### config.mk
export PLATFORM = sky130hd
export DESIGN_NAME = ascon_aead_ctrl
export DESIGN_NICKNAME = d
export VERILOG_FILES = /design/src/rtl/ascon_aead_ctrl.sv
export SDC_FILE = /design/constraint.sdc
export NUM_CORES = 2
export LEC_CHECK = 0
export CAP_MARGIN = 25
export CELL_PAD_IN_SITES_DETAIL_PLACEMENT = 1
export CELL_PAD_IN_SITES_GLOBAL_PLACEMENT = 2
export CORE_AREA = 5 5 479 481
export CTS_BUF_LIST = sky130_fd_sc_hd__clkbuf_8
export DETAILED_ROUTE_END_ITERATION = 8
export DIE_AREA = 0 0 484 486
export PLACE_DENSITY = 0.61
export SLEW_MARGIN = 10
export SYNTH_ARGS = -nofsm -noshare
export SYNTH_HDL_FRONTEND = slang
export SYNTH_SLANG_ARGS = --single-unit
### constraint.sdc
create_clock -name clk -period 3.85 [get_ports clk]
set_clock_uncertainty 0.2 [all_clocks]
set_input_delay 0.77 -clock clk [delete_from_list [all_inputs] [get_ports clk]]
set_output_delay 0.77 -clock clk [all_outputs]
set_load 0.03 [all_outputs]
### src/rtl/ascon_aead_ctrl.sv
// rtl/ascon_aead_ctrl.sv - Ascon-128 encryption sequencer driving an external permutation engine
module ascon_aead_ctrl #(
    parameter logic [63:0] IV = 64'h80400C0600000000
) (
    input  logic         clk,
    input  logic         rst_n,
    input  logic         start,
    input  logic [127:0] key,
    input  logic [127:0] nonce,
    input  logic         has_ad,
    input  logic         has_msg,
    input  logic         ad_valid,
    output logic         ad_ready,
    input  logic [63:0]  ad_data,
    input  logic         ad_last,
    input  logic [3:0]   ad_bytes,
    input  logic         msg_valid,
    output logic         msg_ready,
    input  logic [63:0]  msg_data,
    input  logic         msg_last,
    input  logic [3:0]   msg_bytes,
    output logic         ct_valid,
    output logic [63:0]  ct_data,
    output logic [3:0]   ct_bytes,
    output logic         ct_last,
    output logic [127:0] tag,
    output logic         tag_valid,
    output logic         busy,
    output logic [319:0] perm_state_in,
    output logic [3:0]   perm_rounds,
    output logic         perm_start,
    input  logic [319:0] perm_state_out,
    input  logic         perm_done
);

    typedef enum logic [3:0] {
        IDLE, INIT, AD_WAIT, AD_PERM, AD_PAD, DOMSEP,
        MSG_WAIT, MSG_PERM, MSG_PAD, FINAL, DONE
    } state_e;

    localparam logic [63:0] PAD_BIT = 64'h8000_0000_0000_0000;

    state_e         state_q, state_d;
    logic [319:0]   s_q, s_d;
    logic [127:0]   key_q, key_d;
    logic           has_ad_q, has_ad_d;
    logic           has_msg_q, has_msg_d;
    logic           last_q, last_d;
    logic           full_q, full_d;
    logic           perm_start_q, perm_start_d;
    logic [3:0]     perm_rounds_q, perm_rounds_d;
    logic           ct_valid_q, ct_valid_d;
    logic [63:0]    ct_data_q, ct_data_d;
    logic [3:0]     ct_bytes_q, ct_bytes_d;
    logic           ct_last_q, ct_last_d;
    logic [127:0]   tag_q, tag_d;
    logic           tag_valid_q, tag_valid_d;

    logic           go_final;
    logic [3:0]     n_ad, n_msg;
    logic [63:0]    x0_msg;

    // Byte count of a stream word: only a last word may be short; 0 or >8 means full.
    function automatic logic [3:0] eff_n(input logic [3:0] b, input logic last);
        return (!last || b == 4'd0 || b > 4'd8) ? 4'd8 : b;
    endfunction

    function automatic logic [63:0] keep_mask(input logic [3:0] n);
        return ~64'd0 << {4'd8 - n, 3'b000};
    endfunction

    function automatic logic [63:0] pad64(input logic [63:0] d, input logic [3:0] n);
        return (d & keep_mask(n)) |
               ((n == 4'd8) ? 64'd0 : (PAD_BIT >> {n[2:0], 3'b000}));
    endfunction

    assign n_ad   = eff_n(ad_bytes, ad_last);
    assign n_msg  = eff_n(msg_bytes, msg_last);
    assign x0_msg = s_q[319:256] ^ pad64(msg_data, n_msg);

    always_comb begin
        state_d       = state_q;
        s_d           = s_q;
        key_d         = key_q;
        has_ad_d      = has_ad_q;
        has_msg_d     = has_msg_q;
        last_d        = last_q;
        full_d        = full_q;
        perm_start_d  = 1'b0;
        perm_rounds_d = perm_rounds_q;
        ct_valid_d    = 1'b0;
        ct_data_d     = ct_data_q;
        ct_bytes_d    = ct_bytes_q;
        ct_last_d     = ct_last_q;
        tag_d         = tag_q;
        tag_valid_d   = 1'b0;
        go_final      = 1'b0;

        case (state_q)
            IDLE: begin
                if (start) begin
                    s_d           = {IV, key, nonce};
                    key_d         = key;
                    has_ad_d      = has_ad;
                    has_msg_d     = has_msg;
                    perm_start_d  = 1'b1;
                    perm_rounds_d = 4'd12;
                    state_d       = INIT;
                end
            end
            INIT: begin
                if (perm_done) begin
                    s_d     = perm_state_out ^ {192'd0, key_q};
                    state_d = has_ad_q ? AD_WAIT : DOMSEP;
                end
            end
            AD_WAIT: begin
                if (ad_valid) begin
                    s_d[319:256]  = s_q[319:256] ^ pad64(ad_data, n_ad);
                    last_d        = ad_last;
                    full_d        = (n_ad == 4'd8);
                    perm_start_d  = 1'b1;
                    perm_rounds_d = 4'd6;
                    state_d       = AD_PERM;
                end
            end
            AD_PERM: begin
                if (perm_done) begin
                    s_d = perm_state_out;
                    if (!last_q) begin
                        state_d = AD_WAIT;
                    end else if (!full_q) begin
                        state_d = DOMSEP;
                    end else begin
                        // A full last AD word still needs an all-padding block.
                        s_d[319:256]  = perm_state_out[319:256] ^ PAD_BIT;
                        perm_start_d  = 1'b1;
                        perm_rounds_d = 4'd6;
                        state_d       = AD_PAD;
                    end
                end
            end
            AD_PAD: begin
                if (perm_done) begin
                    s_d     = perm_state_out;
                    state_d = DOMSEP;
                end
            end
            DOMSEP: begin
                s_d[0] = ~s_q[0];
                if (has_msg_q) begin
                    state_d = MSG_WAIT;
                end else begin
                    s_d[319:256] = s_q[319:256] ^ PAD_BIT;
                    go_final     = 1'b1;
                end
            end
            MSG_WAIT: begin
                if (msg_valid) begin
                    s_d[319:256] = x0_msg;
                    ct_valid_d   = 1'b1;
                    ct_data_d    = x0_msg & keep_mask(n_msg);
                    ct_bytes_d   = n_msg;
                    ct_last_d    = msg_last;
                    last_d       = msg_last;
                    if (msg_last && n_msg != 4'd8) begin
                        go_final = 1'b1;
                    end else begin
                        perm_start_d  = 1'b1;
                        perm_rounds_d = 4'd6;
                        state_d       = MSG_PERM;
                    end
                end
            end
            MSG_PERM: begin
                if (perm_done) begin
                    s_d     = perm_state_out;
                    state_d = last_q ? MSG_PAD : MSG_WAIT;
                end
            end
            MSG_PAD: begin
                s_d[319:256] = s_q[319:256] ^ PAD_BIT;
                go_final     = 1'b1;
            end
            FINAL: begin
                if (perm_done) begin
                    tag_d       = perm_state_out[127:0] ^ key_q;
                    tag_valid_d = 1'b1;
                    state_d     = DONE;
                end
            end
            DONE: begin
                state_d = IDLE;
            end
            default: begin
                state_d = IDLE;
            end
        endcase

        // Every path into finalisation mixes the key into x1/x2 and launches p12.
        if (go_final) begin
            s_d[255:128]  = s_d[255:128] ^ key_q;
            perm_start_d  = 1'b1;
            perm_rounds_d = 4'd12;
            state_d       = FINAL;
        end
    end

    always_ff @(posedge clk) begin
        if (!rst_n) begin
            state_q       <= IDLE;
            s_q           <= '0;
            key_q         <= '0;
            has_ad_q      <= 1'b0;
            has_msg_q     <= 1'b0;
            last_q        <= 1'b0;
            full_q        <= 1'b0;
            perm_start_q  <= 1'b0;
            perm_rounds_q <= '0;
            ct_valid_q    <= 1'b0;
            ct_data_q     <= '0;
            ct_bytes_q    <= '0;
            ct_last_q     <= 1'b0;
            tag_q         <= '0;
            tag_valid_q   <= 1'b0;
        end else begin
            state_q       <= state_d;
            s_q           <= s_d;
            key_q         <= key_d;
            has_ad_q      <= has_ad_d;
            has_msg_q     <= has_msg_d;
            last_q        <= last_d;
            full_q        <= full_d;
            perm_start_q  <= perm_start_d;
            perm_rounds_q <= perm_rounds_d;
            ct_valid_q    <= ct_valid_d;
            ct_data_q     <= ct_data_d;
            ct_bytes_q    <= ct_bytes_d;
            ct_last_q     <= ct_last_d;
            tag_q         <= tag_d;
            tag_valid_q   <= tag_valid_d;
        end
    end

    // S only moves on perm_done inside wait states, so it doubles as the engine input.
    assign perm_state_in = s_q;
    assign perm_rounds   = perm_rounds_q;
    assign perm_start    = perm_start_q;
    assign busy          = (state_q != IDLE);
    assign ad_ready      = (state_q == AD_WAIT);
    assign msg_ready     = (state_q == MSG_WAIT);
    assign ct_valid      = ct_valid_q;
    assign ct_data       = ct_data_q;
    assign ct_bytes      = ct_bytes_q;
    assign ct_last       = ct_last_q;
    assign tag           = tag_q;
    assign tag_valid     = tag_valid_q;

endmodule

==> metrics.yaml <==
routing:
  vias: 35840
  routed_wl_um: 234000
  viasPerCell: 4.422
  drc: 0
  drt_iter0_markers: 3236
  dr.pass1.iters: 9
  drtAntennaViolNets: 0
  wl_per_cell_um: 28.87
floorplanning:
  fp-row-count: 174
  io_pins: 1249
  die_area_um2: 235200
  die_h_um: 486
  start_util: 0.1378
  die_w_um: 484
  core-area_um2: 224200
timing:
  tightest_slew_ns: 0.9604
  slew_headroom: 0.3598
  finalSetupTns_ns: 0
  timing.final.crit_share: 0.9428
  hold_viol: 0
  setup_viol: 0
  period_minus_slack_ns: 3.630
  final_max_slew_viol_count: 0
  rsz0062_at_grt: "false"
  timing.hold.ws_ns: 0.2511
  clock.fmax_ghz: 0.2755
clock_tree:
  cts-root-buf: "clkbuf_8"
  htreeDepth: 4
  cts_made_buffers: 146
  clkSlewWorstSetupHoldPaths_ns: 0.06
  clkLatencyLatePin_ns: 0.87
  tritoncts: "done"
  clock-sinks: 659
  cts_buffer_depth: 3
setup_path:
  rr_startpoint: "state_q[3]$_SDFFE_PN0P_"
  crit_arrival_ns: 2.66
  crit_path_end_kind: "output pin"
  reg2reg_slack_ns: 0.72
  setup.worst_path.start_class: "flop"
  criticalPathCategory: "reg -> out"
  worstPathRequired_ns: 2.88
  timing.rr.end: "perm_state_in[282]$_SDFFE_PN0P_"
  r2r_cells: 7
  worst-path-max-fanout: 14
grt:
  grt_pass1_wl_um: 314300
  grt_pass1_vias: 36380
  antenna_found_initial: 140
  grt_max_degree: 93
  grt_usage: 0.1882
  grt-ovfl-total: 0
worst_hold_path:
  holdPathStages: 2
  hold_start: "ct_data[41]$_SDFFE_PN0P_"
  hp-class: "reg -> reg"
  min_to: "ct_data[41]$_SDFFE_PN0P_"
power:
  p_leak_nw: 17.09
  peakVddDrop_uv: 354.6
  p_per_area_nw_per_um2: 720.2
run_status:
  status: "finished, final reports clean"
finish:
  nets: 5697
  layout-drive-gt1-share: 0.07311
  utilization: 0.2250
  area_growth_pct: 63.33
synthesis:
  synth_fp_nets: 4504
  netlist_area_um2: 30890
  synth_ff_type: "dfxtp_1"
  synth_common_cells: "nand2_1, dfxtp_1, nor2_1"
  synth-seq-area-share: 0.4271
  synth_top_area_share: 0.4271
  synth_top_area_cell: "dfxtp_1"
  yosysMostFrequentCell: "nand2_1"
  yosysWarnings: 0
  yosys-top-cells-area: "dfxtp_1, a222oi_1, nand2_1, xnor2_1, nor2_1"
  synth-async-reset-ratio: 0
  synth_cell_types: 67
  synth_area_per_cell_um2: 8.205
  synth_edf_count: 0
  synth-seq-cells: 659
  synth_cells: 3765
flow_run:
  cap_violations: 0
placed_design:
  io_buffers: 1247
  place_hpwl_um: 183200
  gp_congestion: 0.8743
where the power goes:
| part | leakage (nW) | switching, mW | internal (mW) | total, mW |
|---|---|---|---|---|
| logic | 10.0 | 11.5 | 6.93 | 18.5 |
| clock network | 1.67 | 3.82 | 4.28 | 8.10 |
| registers | 5.37 | 1.33 | 8.44 | 9.77 |
timing repair:
action                                 CTS  global route
setup endpoints to repair                2             1
endpoints found under the hold margin    1             0
setup buffers                            0             0
gates resized for setup                  2             1
hold buffers                             1             0
cloned                                   0             0
worst max path at each step:
stage,startpoint,to,cells past startpoint
CTS,state_q[1]$_SDFFE_PP0P_,msg_ready,4
global route,state_q[2]$_SDFFE_PP0P_,msg_ready,4
floorplan,msg_last,perm_state_in[303]$_SDFFE_PN0P_,10
finish,state_q[2]$_SDFFE_PP0P_,msg_ready,4
global placement,msg_last,perm_state_in[285]$_SDFFE_PN0P_,11
detailed placement,msg_last,perm_state_in[296]$_SDFFE_PN0P_,11
per-stage QoR:
stage                     setup slack (ns)  power (mW)  cell area (µm²)  cells
after floorplan                     0.6495       19.40            30890   3765
after global placement              0.1003       28.41            47410   7800
after detailed placement           0.02553       28.62            47430   7801
after CTS                          0.02060       37.07            50330   8053
after global routing               0.01143       38.34            50380   8076
final                               0.2200       36.34            50450   8104
layout make-up:
| class | count | area, µm² |
|---|---|---|
| Clock inverter | 79 | 515.5 |
| Timing Repair Buffer | 1394 | 14180 |
| Fill cell | 26290 | 173800 |
| Tap cell | 2992 | 3744 |
| Antenna cell | 51 | 127.6 |
| Sequential cell | 659 | 13190 |
| Multi-Input combinational cell | 2738 | 16240 |
| Inverter | 19 | 81.33 |
| Clock buffer | 172 | 2367 |
cells in the final DEF, fill, tap and decap left out, types with 5 or more instances in the layout:
| cell | synthesis | routed |
|---|---|---|
| nor2_1 | 460 | 459 |
| clkinv_2 | 0 | 8 |
| o221ai_1 | 7 | 7 |
| nand3_1 | 49 | 48 |
| a221o_1 | 8 | 8 |
| buf_4 | 1 | 101 |
| nand2_1 | 670 | 669 |
| o21bai_1 | 7 | 7 |
| diode_2 | 0 | 51 |
| or3_1 | 5 | 5 |
| dfxtp_1 | 659 | 658 |
| buf_12 | 0 | 48 |
| a32oi_1 | 43 | 43 |
| o31ai_1 | 27 | 27 |
| a211oi_1 | 136 | 136 |
| ha_1 | 17 | 17 |
| clkdlybuf4s50_1 | 0 | 1242 |
| inv_1 | 17 | 69 |
| nand2b_1 | 6 | 6 |
| xor2_1 | 42 | 42 |
| a21oi_1 | 329 | 328 |
| a22o_1 | 36 | 36 |
| nor3_1 | 22 | 22 |
| o21ai_0 | 175 | 175 |
| xnor2_1 | 283 | 283 |
| a222oi_1 | 256 | 256 |
| a31oi_1 | 8 | 8 |
| nor2b_1 | 23 | 23 |
| o2bb2ai_1 | 25 | 25 |
| a22oi_1 | 24 | 24 |
| clkbuf_8 | 0 | 172 |
| o21a_1 | 7 | 7 |
registers in the layout (all words and copies together), names as in the netlist, 3 cells and up:
| register | flops |
|---|---|
| ct_bytes | 4 |
| ct_data | 64 |
| tag | 128 |
| key_q | 128 |
| state_q | 4 |
| perm_rounds | 3 |
| perm_state_in | 320 |
critical path: stages (launching register included):
cell and delay (ns):
dfxtp_1 0.48, buf_4 0.27, nand4bb_4 0.13, inv_2 0.17, clkdlybuf4s50_1 0.75
cells by family after synthesis:
group | count (synthesis) | synth area share
AO/OA/AOI/OAI | 1130 | 0.2607
XOR/XNOR | 325 | 0.09214
adder cells (fa/ha/maj) | 17 | 0.006885
buffers and inverters | 368 | 0.05022
flip-flops | 659 | 0.4271
multiplexers | 1 | 0.0003645
other | 1 | 0.0001214
AND/OR/NAND/NOR | 1264 | 0.1625
routing by layer:
layer | GRT usage | share of wire | vias up
met5 | 0 | 0.0028 | -
met4 | 0.06251 | 0.034 | 96
met3 | 0.08340 | 0.11 | 382
met2 | 0.3125 | 0.47 | 1562
met1 | 0.2159 | 0.39 | 17750
li1 | - | - | 16050
Note: power is estimated with default switching activity, not from simulation.
